--- config.mk ---
export PLATFORM = sky130hd
export DESIGN_NAME = mealy_seq_detector_flat
export DESIGN_NICKNAME = d
export VERILOG_FILES = /design/src/rtl/mealy_seq_detector_if.sv /design/src/rtl/mealy_seq_detector.sv /design/src/flat_wrapper.sv
export SDC_FILE = /design/constraint.sdc
export NUM_CORES = 1
export LEC_CHECK = 0
export CORE_AREA = 2 2 39 41
export DETAILED_ROUTE_END_ITERATION = 8
export DIE_AREA = 0 0 41 43
export GPL_ROUTABILITY_DRIVEN = 0
export PLACE_DENSITY = 0.7
export SLEW_MARGIN = 5
export SYNTH_ARGS = -nofsm -noshare
export SYNTH_HDL_FRONTEND = slang
export SYNTH_SLANG_ARGS = --single-unit
--- constraint.sdc ---
create_clock -name clk -period 5.07 [get_ports clk]
set_input_delay 1.2675 -clock clk [delete_from_list [all_inputs] [get_ports clk]]
set_output_delay 1.2675 -clock clk [all_outputs]
set_load 0.01 [all_outputs]
--- src/rtl/mealy_seq_detector_if.sv ---
// Serial-bit and match-report bundle between a bit source and the Mealy sequence detector.
// The master is the source/controller side; the slave is the detector.
interface mealy_seq_detector_if #(
  parameter int unsigned CNT_W = 8,
  parameter int unsigned PRE_W = 2
);
  logic             en;
  logic             x;
  logic             clr;
  logic             z;
  logic [CNT_W-1:0] match_cnt;
  logic             cnt_sat;
  logic [PRE_W-1:0] prefix;

  modport master (
    output en,
    output x,
    output clr,
    input  z,
    input  match_cnt,
    input  cnt_sat,
    input  prefix
  );

  modport slave (
    input  en,
    input  x,
    input  clr,
    output z,
    output match_cnt,
    output cnt_sat,
    output prefix
  );
endinterface

--- src/rtl/mealy_seq_detector.sv ---
// Parametrised Mealy detector for a PAT_W-bit pattern (MSB first) on a serial stream,
// with overlap selection, qualifying enable, synchronous clear and a saturating match counter.
module mealy_seq_detector #(
  parameter int unsigned PAT_W   = 4,
  parameter              PATTERN = 4'b1011,
  parameter bit          OVERLAP = 1'b1,
  parameter int unsigned CNT_W   = 8
) (
  input logic                 clk,
  input logic                 rst,
  mealy_seq_detector_if.slave bus
);

  localparam int unsigned SW    = (PAT_W > 1) ? $clog2(PAT_W) : 1;
  localparam int unsigned TBL_W = 2 * PAT_W * SW;
  localparam logic [PAT_W-1:0] PAT  = PAT_W'(PATTERN);
  localparam logic [SW-1:0]    LAST = SW'(PAT_W - 1);

  if (PAT_W < 2 || PAT_W > 16) begin : g_bad_width
    $error("mealy_seq_detector: PAT_W must be in 2..16");
  end
  if ((PATTERN >> PAT_W) != 0) begin : g_bad_pattern
    $error("mealy_seq_detector: PATTERN is wider than PAT_W");
  end
  if (CNT_W < 1) begin : g_bad_cnt
    $error("mealy_seq_detector: CNT_W must be at least 1");
  end

  // i-th bit of the pattern in arrival order (i = 0 is received first)
  function automatic logic pbit(input int unsigned i);
    logic [PAT_W-1:0] t;
    t = PAT >> (PAT_W - 1 - i);
    return t[0];
  endfunction

  // Pattern in arrival order, so the expected bit for state s is REV[s]
  function automatic logic [PAT_W-1:0] build_rev();
    logic [PAT_W-1:0] r;
    r = '0;
    for (int unsigned i = 0; i < PAT_W; i++) begin
      r = r | (PAT_W'(pbit(i)) << i);
    end
    return r;
  endfunction

  // Longest proper border of the whole pattern
  function automatic int unsigned border();
    bit ok;
    for (int unsigned k = PAT_W - 1; k > 0; k--) begin
      ok = 1'b1;
      for (int unsigned j = 0; j < k; j++) begin
        if (pbit(j) != pbit(PAT_W - k + j)) ok = 1'b0;
      end
      if (ok) return k;
    end
    return 0;
  endfunction

  // Longest k <= s whose pattern prefix equals the tail of (first s pattern bits, then b)
  function automatic int unsigned fallback(input int unsigned s, input logic b);
    bit   ok;
    logic tb;
    for (int unsigned k = s; k > 0; k--) begin
      ok = 1'b1;
      for (int unsigned j = 0; j < k; j++) begin
        tb = (s + 1 - k + j == s) ? b : pbit(s + 1 - k + j);
        if (pbit(j) != tb) ok = 1'b0;
      end
      if (ok) return k;
    end
    return 0;
  endfunction

  // Next-state table indexed by {s, x}, SW bits per entry, resolved entirely at elaboration
  function automatic logic [TBL_W-1:0] build_next();
    logic [TBL_W-1:0] tbl;
    logic             bb;
    int unsigned      n;
    tbl = '0;
    for (int unsigned s = 0; s < PAT_W; s++) begin
      for (int unsigned b = 0; b < 2; b++) begin
        bb = (b != 0);
        if (bb == pbit(s)) begin
          if (s < PAT_W - 1) n = s + 1;
          else               n = OVERLAP ? border() : 0;
        end else begin
          n = fallback(s, bb);
        end
        tbl = tbl | (TBL_W'(SW'(n)) << ((2 * s + b) * SW));
      end
    end
    return tbl;
  endfunction

  localparam logic [PAT_W-1:0] REV      = build_rev();
  localparam logic [TBL_W-1:0] NEXT_TBL = build_next();

  logic [SW-1:0]    s;
  logic [SW-1:0]    s_nxt;
  logic [CNT_W-1:0] cnt;
  logic             z;
  logic             e;
  logic             cnt_sat;

  always_ff @(posedge clk) begin
    if (rst) begin
      s   <= '0;
      cnt <= '0;
    end else if (bus.clr) begin
      s   <= '0;
      cnt <= '0;
    end else if (bus.en) begin
      s <= s_nxt;
      if (z && !cnt_sat) cnt <= cnt + CNT_W'(1);
    end
  end

  always_comb begin
    logic [PAT_W-1:0] rev_sh;
    logic [TBL_W-1:0] tbl_sh;
    logic [SW:0]      idx;
    s_nxt  = s;
    z      = 1'b0;
    rev_sh = REV >> s;
    e      = rev_sh[0];
    idx    = {s, bus.x};
    tbl_sh = NEXT_TBL >> (idx * SW);
    if (!rst && !bus.clr && bus.en) begin
      s_nxt = tbl_sh[SW-1:0];
      z     = (s == LAST) && (bus.x == e);
    end
  end

  assign cnt_sat       = &cnt;
  assign bus.z         = z;
  assign bus.match_cnt = cnt;
  assign bus.cnt_sat   = cnt_sat;
  assign bus.prefix    = s;

endmodule
--- src/flat_wrapper.sv ---
// flat-port wrapper written by rule: the top's interface ports become plain ports
module mealy_seq_detector_flat 
#(
  parameter int unsigned PAT_W   = 4,
  parameter              PATTERN = 4'b1011,
  parameter bit          OVERLAP = 1'b1,
  parameter int unsigned CNT_W   = 8
)
  (clk, rst, bus_en, bus_x, bus_clr, bus_z, bus_match_cnt, bus_cnt_sat, bus_prefix);
  mealy_seq_detector_if #(.CNT_W(CNT_W)) bus_i ();
  input logic clk;
  input logic rst;
  input wire logic [$bits(bus_i.en)-1:0] bus_en;
  input wire logic [$bits(bus_i.x)-1:0] bus_x;
  input wire logic [$bits(bus_i.clr)-1:0] bus_clr;
  output wire logic [$bits(bus_i.z)-1:0] bus_z;
  output wire logic [$bits(bus_i.match_cnt)-1:0] bus_match_cnt;
  output wire logic [$bits(bus_i.cnt_sat)-1:0] bus_cnt_sat;
  output wire logic [$bits(bus_i.prefix)-1:0] bus_prefix;
  assign bus_i.en = bus_en;
  assign bus_i.x = bus_x;
  assign bus_i.clr = bus_clr;
  assign bus_z = bus_i.z;
  assign bus_match_cnt = bus_i.match_cnt;
  assign bus_cnt_sat = bus_i.cnt_sat;
  assign bus_prefix = bus_i.prefix;
  mealy_seq_detector #(.PAT_W(PAT_W), .PATTERN(PATTERN), .OVERLAP(OVERLAP), .CNT_W(CNT_W)) u_core (.clk(clk), .rst(rst), .bus(bus_i));
endmodule
After elaboration in Yosys (flattened, before gate mapping). Index checks and enable logic that the tools add are counted.

Equal/unequal tests: 2. Add/subtract/negate cells: 1. Reduce and logical (&&, ||, !) cells: 11. Multiplexer cells: 1. Shift operators: 2.

Operators by type and width (number): $shr 15x4->2 const A (1); $add 8x1->8 const B (1); $reduce_and 8->1 (1); $logic_and 1x1->1 (4); $reduce_and 2->1 (2); $shr 4x2->1 const A (1); $logic_not 1->1 (3); $eq 2x2->1 const B (1); $reduce_or 2->1 (1); $eq 1x1->1 (1); $mux 1 (1).

Flip-flop bits (word level): 10. Output and inout bits: 12. Logic and storage cells: 19.

Logic depth before layout (Yosys ltp).
Word-level depth: 6. Gate-level depth with buffers: 7.

Worst setup path before layout. OpenSTA, ideal clock, no wires.

Kind: in2out. From: input rst. To: output bus_z. Stages: 5. Slack: 1656 ps. Buffers on the path: 2. Arrival: 2146 ps. Cell sequence: or2_1 > buf_6 > or2_4 > buf_2 > inv_1.

Cells in the longest elaborated chain, start to end: 4.

Ends and longest elaborated chain: from (decl) (RTL line flat_wrapper.sv:12) `input logic rst;`; $logic_not 1->1 (RTL line mealy_seq_detector.sv:128) `if (!rst && !bus.clr && bus.en) begin`; $logic_and 1x1->1 (2 in series) (RTL line mealy_seq_detector.sv:128); $mux 1 (RTL line mealy_seq_detector.sv:128); to (decl) (RTL line flat_wrapper.sv:16) `output wire logic [$bits(bus_i.z)-1:0] bus_z;`.

No other way between the ends.

Worst setup path in the final report. Same ends and word-level chain as after synthesis.

==> results by group <==
Min path
  – Hold Path Sink: u_core.bus.match_cnt[5]$_SDFFE_PP0P_
  – Depth of the worst hold-timing path: 2
  – Critical hold path startpoint: u_core.bus.match_cnt[5]$_SDFFE_PP0P_
  – Worst Hold Class: reg -> reg

Synth
  – Post-synth EDFFs: 0
  – Area share of the largest cell type after synthesis: 39.22%
  – Leading post-synthesis cells by cell area: dfxtp_1 39%, a21oi_1 5.9%, o41ai_1 5.1%
  – Post-synthesis area per instance: 8.652 sq um
  – Top-count cell post-synth: dfxtp_1
  – Sequential area share after synthesis: 39.22%
  – Cells after synthesis: 59
  – YS warnings: 0
  – List of most frequent post-synthesis cells: 10 x dfxtp_1, 6 x a21oi_1, 4 x nand2_1, 4 x nor2_1
  – Count of different cell masters after synthesis: 25
  – Post-Syn Nets: 66
  – Asr flop ratio synth: 0%
  – Flops & latches, synth: 10
  – Ys flop type: dfxtp_1
  – Post-synthesis cell area: 510.5 sq um
  – Yosys top cell by area: dfxtp_1

Global route
  – Initial antenna violation count: 0
  – Number of global-route vias before repair: 430
  – Global-route wire length before repair: 1759 um
  – Gr usage total: 14.60%
  – Largest net degree at the start of global routing: 15
  – Remaining global-route overflow: 0

Timing
  – Worst Max-Slew Pin Slew: 0.5501 ns
  – Worst rel slew slack: 63.19%
  – Minimum clock period: 4.334 ns
  – Setup-failing EPs final: 0
  – Max Clock Skew: 0.002285 ns
  – Final hold violations: 0
  – Slew Viols, Final: 0
  – Final WS setup: 0.7361 ns
  – Hold WS: 0.5055 ns
  – Setup TNS: 0 ns
  – RSZ-0062 raised after global routing: no
  – Max Freq: 230.7 MHz
  – Final Cycle Share: 85.48%

Clock network
  – Clock Pin Slew Worst Setup and Hold Paths: 0.07 ns
  – TritonCTS Buffers: 3
  – Htree depth: 1
  – Max clock buf depth: 2
  – CTS tree: done
  – CTS sink count: 10
  – Hold Buf Count CTS: 0
  – Clk root buf: clkbuf_4
  – Post-CTS Resized: 0
  – Setup bufs post-CTS: 0
  – Clk Latency, worst-skew pair: 0.27 ns

Critical path
  – Required time worst endpoint: 3.80 ns
  – Worst r2r src: u_core.bus.match_cnt[0]$_SDFFE_PP0P_
  – WP data arrival: 3.07 ns
  – Reg2Reg Depth: 5
  – CP endpoint kind: output pin
  – R2R Setup Slk: 3.54 ns
  – R2r endpoint: u_core.bus.match_cnt[4]$_SDFFE_PP0P_
  – WS Path Type: in -> out
  – Crit Path Max Fanout: 14
  – CP Launch Type: input pin

Placed design
  – PortBufs: 16
  – Detailed placement HPWL: 782.1 um
  – Pre-CTS setup slack: 0.7442 ns

Layout
  – Nets@finish: 84
  – Sequential cell area: 200.2 sq um
  – # fillers: 136
  – Layout cells sized above 1: 6.579%
  – Multi-input logic area: 279.0 sq um
  – Ant diodes: 0
  – Area grow syn2layout: 38.48%

Floorplanning
  – Die area: 0.001763 sq mm
  – Row cnt: 14
  – Starting Density: 36.89%
  – Die height: 43 um
  – Die width: 41 um
  – Core Footprint: 0.001384 sq mm
  – # IOs: 17

Detailed routing
  – Post-Route WL: 1086 um
  – Via count: 503
  – Antenna-violating nets left: 0
  – Drt pass-1 iters: 4
  – Wirelength per Cell: 11.80 um
  – Vias/cell: 5.467
  – Number of DRC markers in iteration 0: 17
  – Post-route DRC: 0

Outcome
  – Run status: completed

Pwr
  – Pleak: 0.0002298 uW
  – Power Density: 228.0 mW/mm^2
  – Worst-case vdd ir drop: 0.1547 mV

Run
  – Max_cap viols: 0
[worst max-delay path: stages]
cell	delay, ns
clkdlybuf4s50_1	0.43
or2_1	0.37
or2_4	0.35
inv_1	0.11
clkdlybuf4s50_1	0.54
[layout by cell type, fill, tap and decap left out, types with 3 or more instances in the layout]
cell              n
nand3_1           3
o41ai_1           3
nor2_1            4
clkdlybuf4s50_1  16
clkbuf_4          3
nand2_1           4
a21oi_1           6
inv_1             3
dfxtp_1          10
[cell families after synthesis]
group,Yosys count,share of synthesized area [%]
flip-flops,10,39.22
adder cells (fa/ha/maj),2,4.901
AO/OA/AOI/OAI,16,21.08
AND/OR/NAND/NOR,23,24.75
buffers and inverters,6,6.125
multiplexers,2,3.922
[worst max path at each step]
| stage | startpoint | endpoint | slack [ns] | depth (start not counted) |
|---|---|---|---|---|
| after global placement | rst | bus_z | 0.77 | 5 |
| after floorplan | rst | bus_z | 1.66 | 5 |
| after CTS | rst | bus_z | 0.74 | 5 |
| final | rst | bus_z | 0.74 | 5 |
| after global routing | rst | bus_z | 0.67 | 5 |
| after detailed placement | rst | bus_z | 0.74 | 5 |
[registers in the layout, indices dropped and copies added (netlist names)]
signal                flops
u_core.bus.match_cnt      8
u_core.bus.prefix         2
[metrics by stage]
stage          total power (uW)  cell area [sq um]  util, %  cells
2_1_floorplan             84.57              510.5        -     59
3_3_place_gp              88.75              670.6    48.46     88
3_5_place_dp              88.93              670.6    48.46     88
4_1_cts                   162.3              706.9    51.09     92
5_1_grt                   166.2              706.9    51.09     92
6_report                  161.2              706.9    51.09     92
[final cells by class]
class	count	area share [%]
clock buffer	4	5.133
sequential	10	28.32
timing repair buffer	16	22.65
tap	16	2.832
multi-input combinational	43	39.47
inverter	3	1.593
[routing by layer]
metal | up-vias | wire (um) | track usage [%]
met5 | - | 0 | 0
met4 | 0 | 21 | 10.00
met3 | 2 | 40 | 3.141
met2 | 17 | 454 | 17.19
met1 | 223 | 569 | 22.40
li1 | 261 | - | -
[power breakdown]
group          switching (uW)  internal [uW]
Clock                    30.5           43.6
Sequential              0.295           78.8
Combinational            3.63           4.42
Total                    34.4            127
(Power assumes the default switching activity.)
==> RTL change, RTL diff (same flow settings) <==
`OVERLAP` is set to 1'b1 in 2 places; all go to 1'b0.
--- a/src/rtl/mealy_seq_detector.sv
+++ b/src/rtl/mealy_seq_detector.sv
@@ -4,5 +4,5 @@
   parameter int unsigned PAT_W   = 4,
   parameter              PATTERN = 4'b1011,
-  parameter bit          OVERLAP = 1'b1,
+  parameter bit          OVERLAP = 1'b0,
   parameter int unsigned CNT_W   = 8
 ) (
--- a/src/flat_wrapper.sv
+++ b/src/flat_wrapper.sv
@@ -4,5 +4,5 @@
   parameter int unsigned PAT_W   = 4,
   parameter              PATTERN = 4'b1011,
-  parameter bit          OVERLAP = 1'b1,
+  parameter bit          OVERLAP = 1'b0,
   parameter int unsigned CNT_W   = 8
 )
Function: changed (a bounded check fails within 10 cycles, from zero or initial values).
==> RTL change against the original RTL <==
  * Sequential cell count did not move
  * Synthesized area rose by 1.2%
  * Global-route usage fell by 0.60 points
  * Total power fell by 13%
  * Via count fell by 4.6%
  * Setup slack improved by 360 ps
  * Routed wire length fell by 4.2%
  * Final area fell by 0.35%
  * Critical path type unchanged
  * Critical endpoint unchanged
  * Largest cell class unchanged
  * Largest power group unchanged
==> RTL change: results <==
metrics = {
    "run_status": {
        "outcome": "completed",
    },
    "global_route": {
        "grt_pass1_vias": 392,
        "grt_usage_pct": 14.0,
        "antenna_found_initial": 0,
        "grt_first_pass_wirelength_um": 1670,
    },
    "routing": {
        "wire_per_inst_um": 11.6,
        "firstDrtPassIters": 3,
        "vias": 480,
        "drtIter0Drc": 4,
        "wirelength_um": 1040,
    },
    "clock_network": {
        "cts_tree": "built",
        "clk-insertion-delay-late_ps": 260,
        "cts_buffers": 3,
    },
    "synthesis": {
        "syn-num-nets": 65,
        "synth.area.top_cells": "dfxtp_1 39%, ha_1 7.3%, a21oi_1 5.8%",
        "syn_avg_cell_area_um2": 9.07,
        "syn_area_um2": 517,
        "ys_seq_area_share_pct": 38.7,
        "synth_common_cells": "10 x dfxtp_1, 6 x a21oi_1, 4 x nand3_1, 4 x nor2_1, 4 x o31ai_1",
    },
    "finish": {
        "sh_seq_area_pct": 28.4,
        "nNonClkInverters": 3,
        "multi_input_area_um2": 290,
        "fillers": 138,
        "multi_input_cells": 42,
        "drive_gt1_share_pct": 8.11,
        "buf_share_pct": 22.7,
        "n_all_buffers": 16,
        "diodes": 0,
        "clockNetworkAreaShare_pct": 3.20,
    },
    "pwr": {
        "ir_drop_v": 0.000107,
        "leakage_nw": 0.245,
        "p_per_area_nw_per_um2": 199,
    },
    "worst_setup_path": {
        "reg2reg_slack_ps": 3350,
        "crit_fanout": 5,
        "worst_ep_arrival_time_ps": 2700,
        "r2r-end": "u_core.bus.match_cnt[7]$_SDFFE_PP0P_",
        "critPathSlowestCell": "clkdlybuf4s50_1",
        "crit_end": "bus_z",
        "crit_start": "bus_en",
    },
    "sta": {
        "finalCritPeriodShare_pct": 78.4,
        "fin_hold_ws_ps": 493,
        "finClkSkew_ps": 3.55,
        "tightest_slew_ps": 561,
    },
    "place": {
        "placed_cells": 87,
        "pre_cts_ws_ps": 1090,
        "io_buffers": 16,
        "dpl.hpwl_um": 779,
        "place_area_um2": 682,
    },
    "hold_path": {
        "hold_start": "u_core.bus.match_cnt[7]$_SDFFE_PP0P_",
        "hold_path_end": "u_core.bus.match_cnt[7]$_SDFFE_PP0P_",
    },
}
## RTL change: cell families (layout without fill, tap and decap cells)
group | after synthesis | count (layout) | share of synthesized area [%]
simple gates | 20 | 20 | 22.8
fa+ha+maj | 3 | 3 | 7.26
xor+xnor | 1 | 1 | 1.70
mux | 2 | 2 | 3.87
compound gates | 16 | 16 | 20.6
buf+inv | 5 | 22 | 5.08
flops | 10 | 10 | 38.7
## RTL change: report_power, final
group / leakage, nW / switching, mW / total, mW / internal, mW
clock network: 0.0138 / 0.0247 / 0.0520 / 0.0273
logic: 0.150 / 0.00410 / 0.00881 / 0.00471
registers: 0.0806 / 0.000497 / 0.0794 / 0.0789
## RTL change: layer usage
layer  part of all wire [%]  up-vias  wire (um)  track usage (%)
met2                     49       12        511             20.3
met5                      0        -          0                0
met3                    6.1        0         63             5.24
li1                       -      252          -                -
met4                      0        0          0             6.00
met1                     45      216        465             17.9
## RTL change: worst min-delay path, cell delays in order (launching register included)
cell	delay, ps
dfxtp_1	330
o31ai_1	70
a21oi_1	50
